[src/rtl/csr_cmd_unit_pkg.sv]
// Shared encodings for the WB-stage CSR command unit: opcodes, FSM states,
// CSR numbers and exception codes.
package csr_cmd_unit_pkg;

  typedef enum logic [2:0] {
    OP_NOP     = 3'd0,
    OP_CSRRD   = 3'd1,
    OP_CSRWR   = 3'd2,
    OP_CSRXCHG = 3'd3,
    OP_ERTN    = 3'd4,
    OP_SYSCALL = 3'd5,
    OP_BREAK   = 3'd6
  } op_e;

  typedef enum logic [1:0] {
    S_IDLE = 2'd0,
    S_EXEC = 2'd1,
    S_ERTN = 2'd2
  } state_e;

  localparam logic [13:0] CSR_CRMD_NUM   = 14'h0;
  localparam logic [13:0] CSR_ERA_NUM    = 14'h6;
  localparam logic [13:0] CSR_EENTRY_NUM = 14'hC;
  localparam logic [13:0] CSR_SAVE0_NUM  = 14'h30;

  localparam logic [5:0] ECODE_INT = 6'h0;
  localparam logic [5:0] ECODE_SYS = 6'hB;
  localparam logic [5:0] ECODE_BRK = 6'hC;

  localparam logic [8:0] ESUBCODE_NONE = 9'h0;

  localparam logic [31:0] WMASK_ALL = 32'hFFFF_FFFF;

  // Ops that read the CSR port and hand the old value back to the GPR file.
  function automatic logic needsCsrAccess(input op_e op);
    return (op == OP_CSRRD) || (op == OP_CSRWR) || (op == OP_CSRXCHG);
  endfunction

endpackage

[src/rtl/csr_cmd_unit.sv]
// WB-stage initiator for the CSR access / exception-commit port: one retiring
// instruction per handshake, producing GPR writeback and pre-IF redirects.
module csr_cmd_unit
  import csr_cmd_unit_pkg::*;
(
  input  logic        clk,
  input  logic        resetn,
  input  logic        in_valid,
  output logic        in_ready,
  input  logic [2:0]  in_op,
  input  logic [13:0] in_csr_num,
  input  logic [31:0] in_rd_value,
  input  logic [31:0] in_rj_value,
  input  logic [4:0]  in_dest,
  input  logic [31:0] in_pc,
  input  logic [31:0] in_vaddr,
  input  logic        in_ex,
  input  logic [5:0]  in_ecode,
  input  logic [8:0]  in_esubcode,
  input  logic        has_int,
  output logic        csr_re,
  output logic [13:0] csr_num,
  input  logic [31:0] csr_rvalue,
  output logic        csr_we,
  output logic [31:0] csr_wmask,
  output logic [31:0] csr_wvalue,
  output logic        wb_ex,
  output logic [5:0]  wb_ecode,
  output logic [8:0]  wb_esubcode,
  output logic [31:0] wb_pc,
  output logic [31:0] wb_vaddr,
  output logic        ertn_flush,
  input  logic [31:0] ex_entry,
  output logic        rf_we,
  output logic [4:0]  rf_waddr,
  output logic [31:0] rf_wdata,
  output logic        redirect_valid,
  output logic [31:0] redirect_pc
);

  state_e      state_q, state_d;
  op_e         inOp;
  logic        acceptEx, needsExec, accept;
  logic [5:0]  acceptEcode;
  logic [8:0]  acceptEsub;

  op_e         holdOp_q;
  logic [13:0] holdNum_q;
  logic [31:0] holdRd_q, holdRj_q, holdPc_q, holdVaddr_q, era_q;
  logic [4:0]  holdDest_q;
  logic        holdEx_q;
  logic [5:0]  holdEcode_q;
  logic [8:0]  holdEsub_q;

  logic        rfWe_q, redirValid_q;
  logic [4:0]  rfWaddr_q;
  logic [31:0] rfWdata_q, redirPc_q;

  assign inOp   = op_e'(in_op);
  assign accept = (state_q == S_IDLE) && in_valid;

  // Exception priority is resolved once at accept so EXEC only sees one cause.
  always_comb begin
    acceptEx    = 1'b1;
    acceptEcode = ECODE_INT;
    acceptEsub  = ESUBCODE_NONE;
    if (has_int) begin
      acceptEcode = ECODE_INT;
    end else if (in_ex) begin
      acceptEcode = in_ecode;
      acceptEsub  = in_esubcode;
    end else if (inOp == OP_SYSCALL) begin
      acceptEcode = ECODE_SYS;
    end else if (inOp == OP_BREAK) begin
      acceptEcode = ECODE_BRK;
    end else begin
      acceptEx = 1'b0;
    end
    needsExec = acceptEx || needsCsrAccess(inOp) || (inOp == OP_ERTN);
  end

  always_ff @(posedge clk or negedge resetn) begin
    if (!resetn) state_q <= S_IDLE;
    else         state_q <= state_d;
  end

  always_comb begin
    state_d = state_q;
    case (state_q)
      S_IDLE:  if (in_valid && needsExec) state_d = S_EXEC;
      S_EXEC:  state_d = (!holdEx_q && holdOp_q == OP_ERTN) ? S_ERTN : S_IDLE;
      S_ERTN:  state_d = S_IDLE;
      default: state_d = S_IDLE;
    endcase
  end

  always_comb begin
    in_ready    = (state_q == S_IDLE);
    csr_re      = 1'b0;
    csr_num     = '0;
    csr_we      = 1'b0;
    csr_wmask   = '0;
    csr_wvalue  = '0;
    wb_ex       = 1'b0;
    wb_ecode    = '0;
    wb_esubcode = '0;
    wb_pc       = '0;
    wb_vaddr    = '0;
    ertn_flush  = 1'b0;
    if (state_q == S_EXEC) begin
      if (holdEx_q) begin
        wb_ex       = 1'b1;
        wb_ecode    = holdEcode_q;
        wb_esubcode = holdEsub_q;
        wb_pc       = holdPc_q;
        wb_vaddr    = holdVaddr_q;
      end else begin
        case (holdOp_q)
          OP_CSRRD: begin
            csr_re  = 1'b1;
            csr_num = holdNum_q;
          end
          OP_CSRWR, OP_CSRXCHG: begin
            csr_re     = 1'b1;
            csr_num    = holdNum_q;
            csr_we     = 1'b1;
            csr_wmask  = (holdOp_q == OP_CSRWR) ? WMASK_ALL : holdRj_q;
            csr_wvalue = holdRd_q;
          end
          OP_ERTN: begin
            csr_re  = 1'b1;
            csr_num = CSR_ERA_NUM;
          end
          default: ;
        endcase
      end
    end else if (state_q == S_ERTN) begin
      ertn_flush = 1'b1;
    end
  end

  always_ff @(posedge clk or negedge resetn) begin
    if (!resetn) begin
      holdOp_q    <= OP_NOP;
      holdNum_q   <= '0;
      holdRd_q    <= '0;
      holdRj_q    <= '0;
      holdDest_q  <= '0;
      holdPc_q    <= '0;
      holdVaddr_q <= '0;
      holdEx_q    <= 1'b0;
      holdEcode_q <= '0;
      holdEsub_q  <= '0;
    end else if (accept) begin
      holdOp_q    <= inOp;
      holdNum_q   <= in_csr_num;
      holdRd_q    <= in_rd_value;
      holdRj_q    <= in_rj_value;
      holdDest_q  <= in_dest;
      holdPc_q    <= in_pc;
      holdVaddr_q <= in_vaddr;
      holdEx_q    <= acceptEx;
      holdEcode_q <= acceptEcode;
      holdEsub_q  <= acceptEsub;
    end
  end

  // rf_we and redirect_valid default low every cycle so they stay single pulses.
  always_ff @(posedge clk or negedge resetn) begin
    if (!resetn) begin
      rfWe_q       <= 1'b0;
      rfWaddr_q    <= '0;
      rfWdata_q    <= '0;
      redirValid_q <= 1'b0;
      redirPc_q    <= '0;
      era_q        <= '0;
    end else begin
      rfWe_q       <= 1'b0;
      redirValid_q <= 1'b0;
      case (state_q)
        S_EXEC: begin
          if (holdEx_q) begin
            redirValid_q <= 1'b1;
            redirPc_q    <= ex_entry;
          end else if (needsCsrAccess(holdOp_q)) begin
            rfWe_q    <= (holdDest_q != 5'd0);
            rfWaddr_q <= holdDest_q;
            rfWdata_q <= csr_rvalue;
          end else if (holdOp_q == OP_ERTN) begin
            era_q <= csr_rvalue;
          end
        end
        S_ERTN: begin
          redirValid_q <= 1'b1;
          redirPc_q    <= era_q;
        end
        default: ;
      endcase
    end
  end

  assign rf_we          = rfWe_q;
  assign rf_waddr       = rfWaddr_q;
  assign rf_wdata       = rfWdata_q;
  assign redirect_valid = redirValid_q;
  assign redirect_pc    = redirPc_q;

endmodule

[config.mk]
export PLATFORM = sky130hd
export DESIGN_NAME = csr_cmd_unit
export DESIGN_NICKNAME = d
export VERILOG_FILES = /design/src/rtl/csr_cmd_unit_pkg.sv /design/src/rtl/csr_cmd_unit.sv
export SDC_FILE = /design/constraint.sdc
export NUM_CORES = 1
export LEC_CHECK = 0
export CAP_MARGIN = 5
export CELL_PAD_IN_SITES_DETAIL_PLACEMENT = 0
export CELL_PAD_IN_SITES_GLOBAL_PLACEMENT = 1
export CORE_MARGIN = 2
export CORE_UTILIZATION = 34
export DETAILED_ROUTE_END_ITERATION = 8
export HOLD_SLACK_MARGIN = 0.02
export PLACE_DENSITY = 0.83
export SLEW_MARGIN = 20
export SYNTH_ARGS = -nofsm -noshare
export SYNTH_HDL_FRONTEND = slang
export SYNTH_SLANG_ARGS = --single-unit
[constraint.sdc]
create_clock -name clk -period 2.2 [get_ports clk]
set_input_delay 0.44 -clock clk [delete_from_list [all_inputs] [get_ports clk]]
set_output_delay 0.44 -clock clk [all_outputs]
set_load 0.01 [all_outputs]
==> results.toml, run 1 <==
[placed_design]
portBuffers = 466
placer_congestion_estimate = 0.796
hpwlAfterDp_um = 25700
numPlacedInstances = 1803

[global_routing]
grt_start_max_net_pins = 82
number_of_antenna_violations_at_the_first_check_in_global_routing = 2
grt_util_all_layers = 0.204
grt_overflow = 0
vias_in_the_first_global_route = 9668
grt_first_pass_wirelength_um = 57000

[sta]
timing_hold_violations_final = 0
rsz0062_at_grt = "yes"
final_critical_path_setup_slack_ns = -0.356
drv_slew = 0
fin_worst_skew_ns = 0.0175
maxSlewHeadroom = 0.602
setup-tns-final_ns = -45.04
final.min_clock_period_ns = 2.56
setup_violations = 213
fmax_mhz = 391
final.period_utilization = 1.16
tightest_slew_ns = 0.597

[setup_path]
worst-endpoint-required_ns = 1.76
cp_data_arrival_time_ns = 2.12
timing.reg2reg.setup_slack_ns = -0.13
critical_path.cell_chain = "inv_2 > ha_4 > inv_2 > nor2_4 > nand3b_1 > buf_6 > inv_6 > buf_12 > buf_16 > and2_4 > buf_6"
crit_buf_inv = 7
crit_path_start_kind = "flop"
critical_path.top_delay_family = "buffers and inverters"
critical_path_class = "flop to output pin"
cp_max_fo = 8
timing.critical_path.to_type = "output pin"
critical_path.slowest_cell = "sky130_fd_sc_hd__dfrtp_1"
critPathMaxStageDelay_ns = 0.39

[job]
drv_cap = 0

[layout]
sequential_cell_area_um2 = 6780
drive_gt1_frac = 0.422
num-fill-cells = 2889
layout-area-overhead-vs-synth_pct = 62.4
fin_nets = 1656
stdcell_count = 1898
multi_input_comb_area_um2 = 5000

[clocking]
cts-htree-levels = 1
clkSlewWorstSetupHoldPaths_ns = 0.06
root_buffer = "sky130_fd_sc_hd__clkbuf_16"
number_of_buffers_created_by_cts = 31
tritoncts_num_sinks = 271
clock_tree_from_tritoncts = "yes"
clock_tree.buffer_depth = 3
clk-insertion-delay-late_ns = 0.56

[floorplanning]
die_width_um = 190
effective_utilization_at_floorplan = 0.343
dieArea_um2 = 36200
core.rowCount = 68
core_area_um2 = 34400
pin_count = 467
fp.dieH_um = 190

[yosys]
synth_top_cells_by_count = "271 x sky130_fd_sc_hd__dfrtp_1, 186 x sky130_fd_sc_hd__mux2_2, 80 x sky130_fd_sc_hd__and3_1"
ys_types = 38
synthArstFlopShare = 1.00
syn-cell-area_um2 = 11800
yosysWarningCount = 0
synth-seq-cells = 271
syn_avg_cell_area_um2 = 13.0
yosysSeqAreaShare = 0.575
synth_top_area_cell = "sky130_fd_sc_hd__dfrtp_1"
postSynth.topFlopCell = "sky130_fd_sc_hd__dfrtp_1"
postSynthCellCount = 905
post_synth_net_total = 1142
edff_count_synth = 0
post-synth-top-count-cell = "sky130_fd_sc_hd__dfrtp_1"
synthDominantCellAreaShare = 0.575
yosys-top-cells-area = "sky130_fd_sc_hd__dfrtp_1 58%, sky130_fd_sc_hd__mux2_2 18%, sky130_fd_sc_hd__and3_1 4.2%, sky130_fd_sc_hd__mux2i_1 2.8%, sky130_fd_sc_hd__mux2_4 2.5%"

[power]
power.leakage_nw = 8.57
vdd.ir_drop.worst_mv = 0.802
pwr_density_cell_nw_per_um2 = 1290

[outcome]
outcome = "finished, violations left"
failing_checks = "negative setup slack"

[route]
drc_errors = 0
drt_first_pass_iters = 4
num_vias = 9071
per_cell_via_count_in_the_routed_design = 4.78
drt-initial-drc-count = 259
route.detailed.wl_per_inst_um = 20.1
antenna_left = 0
postRouteWirelength_um = 38200

[worst_hold_path]
hold_class = "input port to asynchronous set/reset pin"
-- through the flow --
stage | utilization | setup slack [ns] | area [µm²] | power, mW | hold slack [ns]
floorplan | - | 0.183 | 11800 | 13.2 | 0.144
global placement | 0.501 | -0.131 | 17200 | 17.9 | 0.412
detailed placement | 0.501 | -0.158 | 17200 | 18.1 | 0.417
CTS | 0.541 | -0.407 | 18600 | 24.0 | 0.415
global route | 0.557 | -0.462 | 19100 | 26.2 | 0.446
finish | 0.557 | -0.356 | 19100 | 24.8 | 0.413
-- layout by cell type, fill, tap and decap left out, drive strengths merged --
cell type,n
diode,2
nor2b,2
clkinvlp,2
or4,1
and2,46
o41ai,1
ha,3
nor2,7
mux2i,33
a21boi,1
xor2,1
a21oi,41
mux2,219
nand2,39
nor3b,1
inv,36
clkinv,3
clkbuf,50
bufinv,2
dlygate4sd3,1
and3,80
a22o,12
o31ai,2
clkdlybuf4s50,303
nor3,3
buf,230
nand3b,2
nand2b,2
o21ai,34
clkdlybuf4s15,11
o21a,2
dfrtp,271
-- what timing repair did --
item,CTS,global route
cloned,10,2
resized for setup,778,99
hold buffers,1,0
hold endpoints to repair,44,0
pin swaps,24,1
setup endpoints to repair,200,221
setup buffers,21,8
-- where the power goes --
| group | switching [mW] | leakage (nW) | internal, mW | total [mW] |
|---|---|---|---|---|
| sequential | 1.36 | 3.24 | 7.42 | 8.78 |
| combinational | 4.42 | 4.85 | 6.45 | 10.9 |
| clock | 2.03 | 0.490 | 3.08 | 5.11 |
| total | 7.82 | 8.57 | 16.9 | 24.8 |
-- worst register-to-register path: stages (launching register included) --
cell and delay, ns:
sky130_fd_sc_hd__dfrtp_1 0.39, sky130_fd_sc_hd__inv_2 0.08, sky130_fd_sc_hd__ha_4 0.15, sky130_fd_sc_hd__buf_12 0.11
sky130_fd_sc_hd__nand2b_4 0.06, sky130_fd_sc_hd__nor3_4 0.24, sky130_fd_sc_hd__buf_12 0.18, sky130_fd_sc_hd__buf_16 0.11
sky130_fd_sc_hd__buf_4 0.28, sky130_fd_sc_hd__buf_12 0.25, sky130_fd_sc_hd__mux2_2 0.37
-- metal layers --
layer  track usage  up-vias  wire length, µm
met5             0        -                0
met4        0.0802        0             1560
met3        0.0605       82             3170
li1              -     4170                -
met2         0.339      365            18300
met1         0.249     4454            15200
-- registers in the layout, summed over array words and instances (netlist names) --
register / count
era_q: 32
holdPc_q: 32
holdRd_q: 32
holdRj_q: 32
holdVaddr_q: 32
redirect_pc: 32
rf_wdata: 32
holdNum_q: 14
holdEsub_q: 9
holdEcode_q: 6
holdDest_q: 5
rf_waddr: 5
holdOp_q: 3
state_q: 2
holdEx_q: 1
redirect_valid: 1
rf_we: 1
-- cells by family (layout without fill, tap and decap cells) --
group	Yosys count	after routing	synth area share
mux	252	252	0.244
other cells	0	2	0
simple gates	183	183	0.0908
compound gates	93	93	0.0450
buf+inv	102	638	0.0414
xor+xnor	1	1	0.000743
flops	271	271	0.575
fa+ha+maj	3	3	0.00318
-- final timing paths --
path	cells after the start	to	from
setup / recovery	11	csr_wvalue[12]	state_q[1]
hold / removal	2	rf_wdata[8]	resetn
setup reg to reg	10	rf_wdata[19]	state_q[1]
hold reg to reg	2	holdEcode_q[3]	holdEcode_q[3]
max in group asynchronous	3	era_q[27]	resetn
min in group clk	2	holdEcode_q[3]	holdEcode_q[3]
-- layout make-up --
type | count | area share
tap | 455 | 0.0297
multi-input combinational | 532 | 0.261
clock inverter | 7 | 0.00471
timing repair buffer | 547 | 0.294
antenna | 2 | 0.000261
clock buffer | 48 | 0.0480
sequential | 271 | 0.354
inverter | 36 | 0.00732
No activity file was read; power rests on OpenSTA's default activity.
==> run 2: changes to the inputs <==
--- a/config.mk
+++ b/config.mk
@@ -11,6 +11,7 @@
 export CORE_MARGIN = 2
 export CORE_UTILIZATION = 34
 export DETAILED_ROUTE_END_ITERATION = 8
+export GPL_ROUTABILITY_DRIVEN = 0
 export HOLD_SLACK_MARGIN = 0.02
 export PLACE_DENSITY = 0.83
 export SLEW_MARGIN = 20
==> constraint.sdc (replaced) <==
create_clock -name clk -period 2.2 [get_ports clk]
set_input_delay 0.55 -clock clk [delete_from_list [all_inputs] [get_ports clk]]
set_output_delay 0.55 -clock clk [all_outputs]
set_load 0.01 [all_outputs]
==> run 2 against run 1 <==
Net effect:
- the run still ends with negative setup slack left
- sequential share of layout area rose by 0.41 points
- flip-flop and latch count did not move
- setup slack got worse by 0.11 ns
- critical path type unchanged
- largest cell class unchanged
==> results.toml, run 2 (synthesis gave the netlist of run 1 again) <==
[clocking]
tritoncts_num_sinks = 271
cts-htree-levels = 1
number_of_buffers_created_by_cts = 31
clock_tree_from_tritoncts = "yes"
clock_tree.buffer_depth = 3
root_buffer = "sky130_fd_sc_hd__clkbuf_16"
clkSlewWorstSetupHoldPaths_ns = 0.06
clk-insertion-delay-late_ns = 0.55

[floorplanning]
effective_utilization_at_floorplan = 0.343
pin_count = 467
dieArea_um2 = 36200
core_area_um2 = 34400
core.rowCount = 68
die_width_um = 190
fp.dieH_um = 190

[global_routing]
vias_in_the_first_global_route = 9607
grt_util_all_layers = 0.200
grt_first_pass_wirelength_um = 56600
grt_overflow = 0
grt_start_max_net_pins = 63
number_of_antenna_violations_at_the_first_check_in_global_routing = 1

[power]
power_switching_share = 0.314
power.internal_mw = 16.9
share_comb_of_total_power = 0.425
vdd.ir_drop.worst_mv = 0.752
total_power_mw = 24.6
power.leakage_nw = 8.66
pwr_density_cell_nw_per_um2 = 1300
power.sequential.fraction = 0.356
netSwitchingPower_mw = 7.72
clkPwrFrac = 0.219

[route]
per_cell_via_count_in_the_routed_design = 4.75
antenna_left = 0
drc_errors = 0
num_vias = 9109
drt_first_pass_iters = 4
postRouteWirelength_um = 38500
route.detailed.wl_per_inst_um = 20.1
drt-initial-drc-count = 279

[worst_hold_path]
hold_class = "flop to flop"
min_path_cells = 2

[sta]
rsz0062_at_grt = "yes"
setup_violations = 161
tightest_slew_ns = 0.541
maxSlewHeadroom = 0.639
fmax_mhz = 375
timing_hold_violations_final = 0
drv_slew = 0
final.period_utilization = 1.21
fin_worst_skew_ns = 0.0150
final.min_clock_period_ns = 2.67
final_critical_path_setup_slack_ns = -0.468

[setup_path]
worst-endpoint-required_ns = 1.65
critical_path_class = "flop to output pin"
timing.critical_path.to_type = "output pin"
cp_num_cells = 9
crit_path_start_kind = "flop"
critPathMaxStageDelay_ns = 0.39
critical_path.slowest_cell = "sky130_fd_sc_hd__dfrtp_1"
reg2reg_depth = 12
critical_path.cell_chain = "inv_2 > ha_4 > buf_6 > nand2b_4 > nor3_4 > buf_12 > clkbuf_16 > and2_4 > buf_6"
cp_max_fo = 6
cp_data_arrival_time_ns = 2.12
cpMostUsedCell = "sky130_fd_sc_hd__buf_6"
crit_buf_inv = 5
critical_path.top_delay_family = "buffers and inverters"

[layout]
fin_nets = 1676
most_frequent_standard_cell_in_the_layout_excluding_fill_and_tap_cells = "sky130_fd_sc_hd__clkdlybuf4s50_1"
num-fill-cells = 2952
finish.instance_area_um2 = 18900
mostFrequentLayoutCells = "303 x sky130_fd_sc_hd__clkdlybuf4s50_1, 270 x sky130_fd_sc_hd__dfrtp_1, 186 x sky130_fd_sc_hd__mux2_2"
layout-area-overhead-vs-synth_pct = 60.5
finish.utilization = 0.550
drive_gt1_frac = 0.409

[outcome]
failing_checks = "negative setup slack"
outcome = "finished, violations left"

[placed_design]
portBuffers = 466
hpwlAfterDp_um = 26800
post_dp_cell_area_um2 = 17400

[job]
drv_cap = 0
run 2: cell count changes in the layout (fill, tap and decap cells not counted), sizes merged, moves of 2 or more:
| cell | before | now |
|---|---|---|
| buf | 230 | 238 |
| clkbuf | 50 | 74 |
| clkdlybuf4s15 | 11 | 2 |
| clkinvlp | 2 | 0 |
run 2: area by class of cell:
class | instances | area [µm²] | share of cell area
antenna | 1 | 2.50 | 0.000132
clock buffer | 51 | 971 | 0.0513
clock inverter | 6 | 109 | 0.00575
inverter | 36 | 138 | 0.00727
multi-input combinational | 532 | 4860 | 0.257
sequential | 271 | 6780 | 0.358
tap | 455 | 569 | 0.0301
timing repair buffer | 567 | 5490 | 0.290
run 2: power groups by stage:
stage	registers [mW]	clock network, mW	logic (mW)
4_1_cts	8.74	5.53	9.56
6_report	8.75	5.38	10.4
2_1_floorplan	8.64	0	4.56
3_3_place_gp	8.68	0	9.40
3_5_place_dp	8.78	0	9.55
5_1_grt	9.05	5.74	11.2
run 2: stage by stage:
stage	setup TNS (ns)	cells	setup WS (ns)	hold WS (ns)
after global placement	-29.65	1824	-0.238	0.456
after floorplan	0	905	0.0729	0.254
final	-51.99	1919	-0.468	0.478
after CTS	-69.23	1894	-0.617	0.475
after detailed placement	-35.86	1824	-0.367	0.460
after global routing	-69.44	1919	-0.575	0.509
run 2: path summary, 6_finish.rpt:
kind,from,to,slack [ns]
max,state_q[1],csr_num[9],-0.47
min,holdEcode_q[1],holdEcode_q[1],0.48
max reg2reg,state_q[0],redirect_pc[0],-0.02
min reg2reg,holdEcode_q[1],holdEcode_q[1],0.48
max in group asynchronous,resetn,holdRd_q[6],0.85
min in group asynchronous,resetn,redirect_pc[7],0.50
run 2: per-layer routing:
layer	GRT usage	vias up	wire length, µm
met5	0	-	0
met4	0.0629	0	1160
met1	0.240	4525	15200
met3	0.0566	63	2870
li1	-	4198	-
met2	0.349	323	19300
run 2: repair_timing:
action | 4_1_cts | 5_1_grt
hold endpoints to repair | 48 | 0
endpoints found under the setup margin | 183 | 174
resized for setup | 500 | 303
hold buffers | 1 | 0
gates cloned | 4 | 6
setup buffers | 8 | 21
pin swaps | 1 | 13
run 2: worst register-to-register path: stages (launching register included):
cell and delay [ns]:
sky130_fd_sc_hd__dfrtp_1 0.41, sky130_fd_sc_hd__ha_4 0.20, sky130_fd_sc_hd__buf_6 0.12, sky130_fd_sc_hd__buf_12 0.14, sky130_fd_sc_hd__buf_6 0.11, sky130_fd_sc_hd__buf_6 0.10, sky130_fd_sc_hd__buf_6 0.10, sky130_fd_sc_hd__and2_4 0.16
sky130_fd_sc_hd__buf_4 0.14, sky130_fd_sc_hd__a21oi_4 0.26, sky130_fd_sc_hd__buf_4 0.23, sky130_fd_sc_hd__nand2_1 0.08, sky130_fd_sc_hd__o21ai_0 0.09
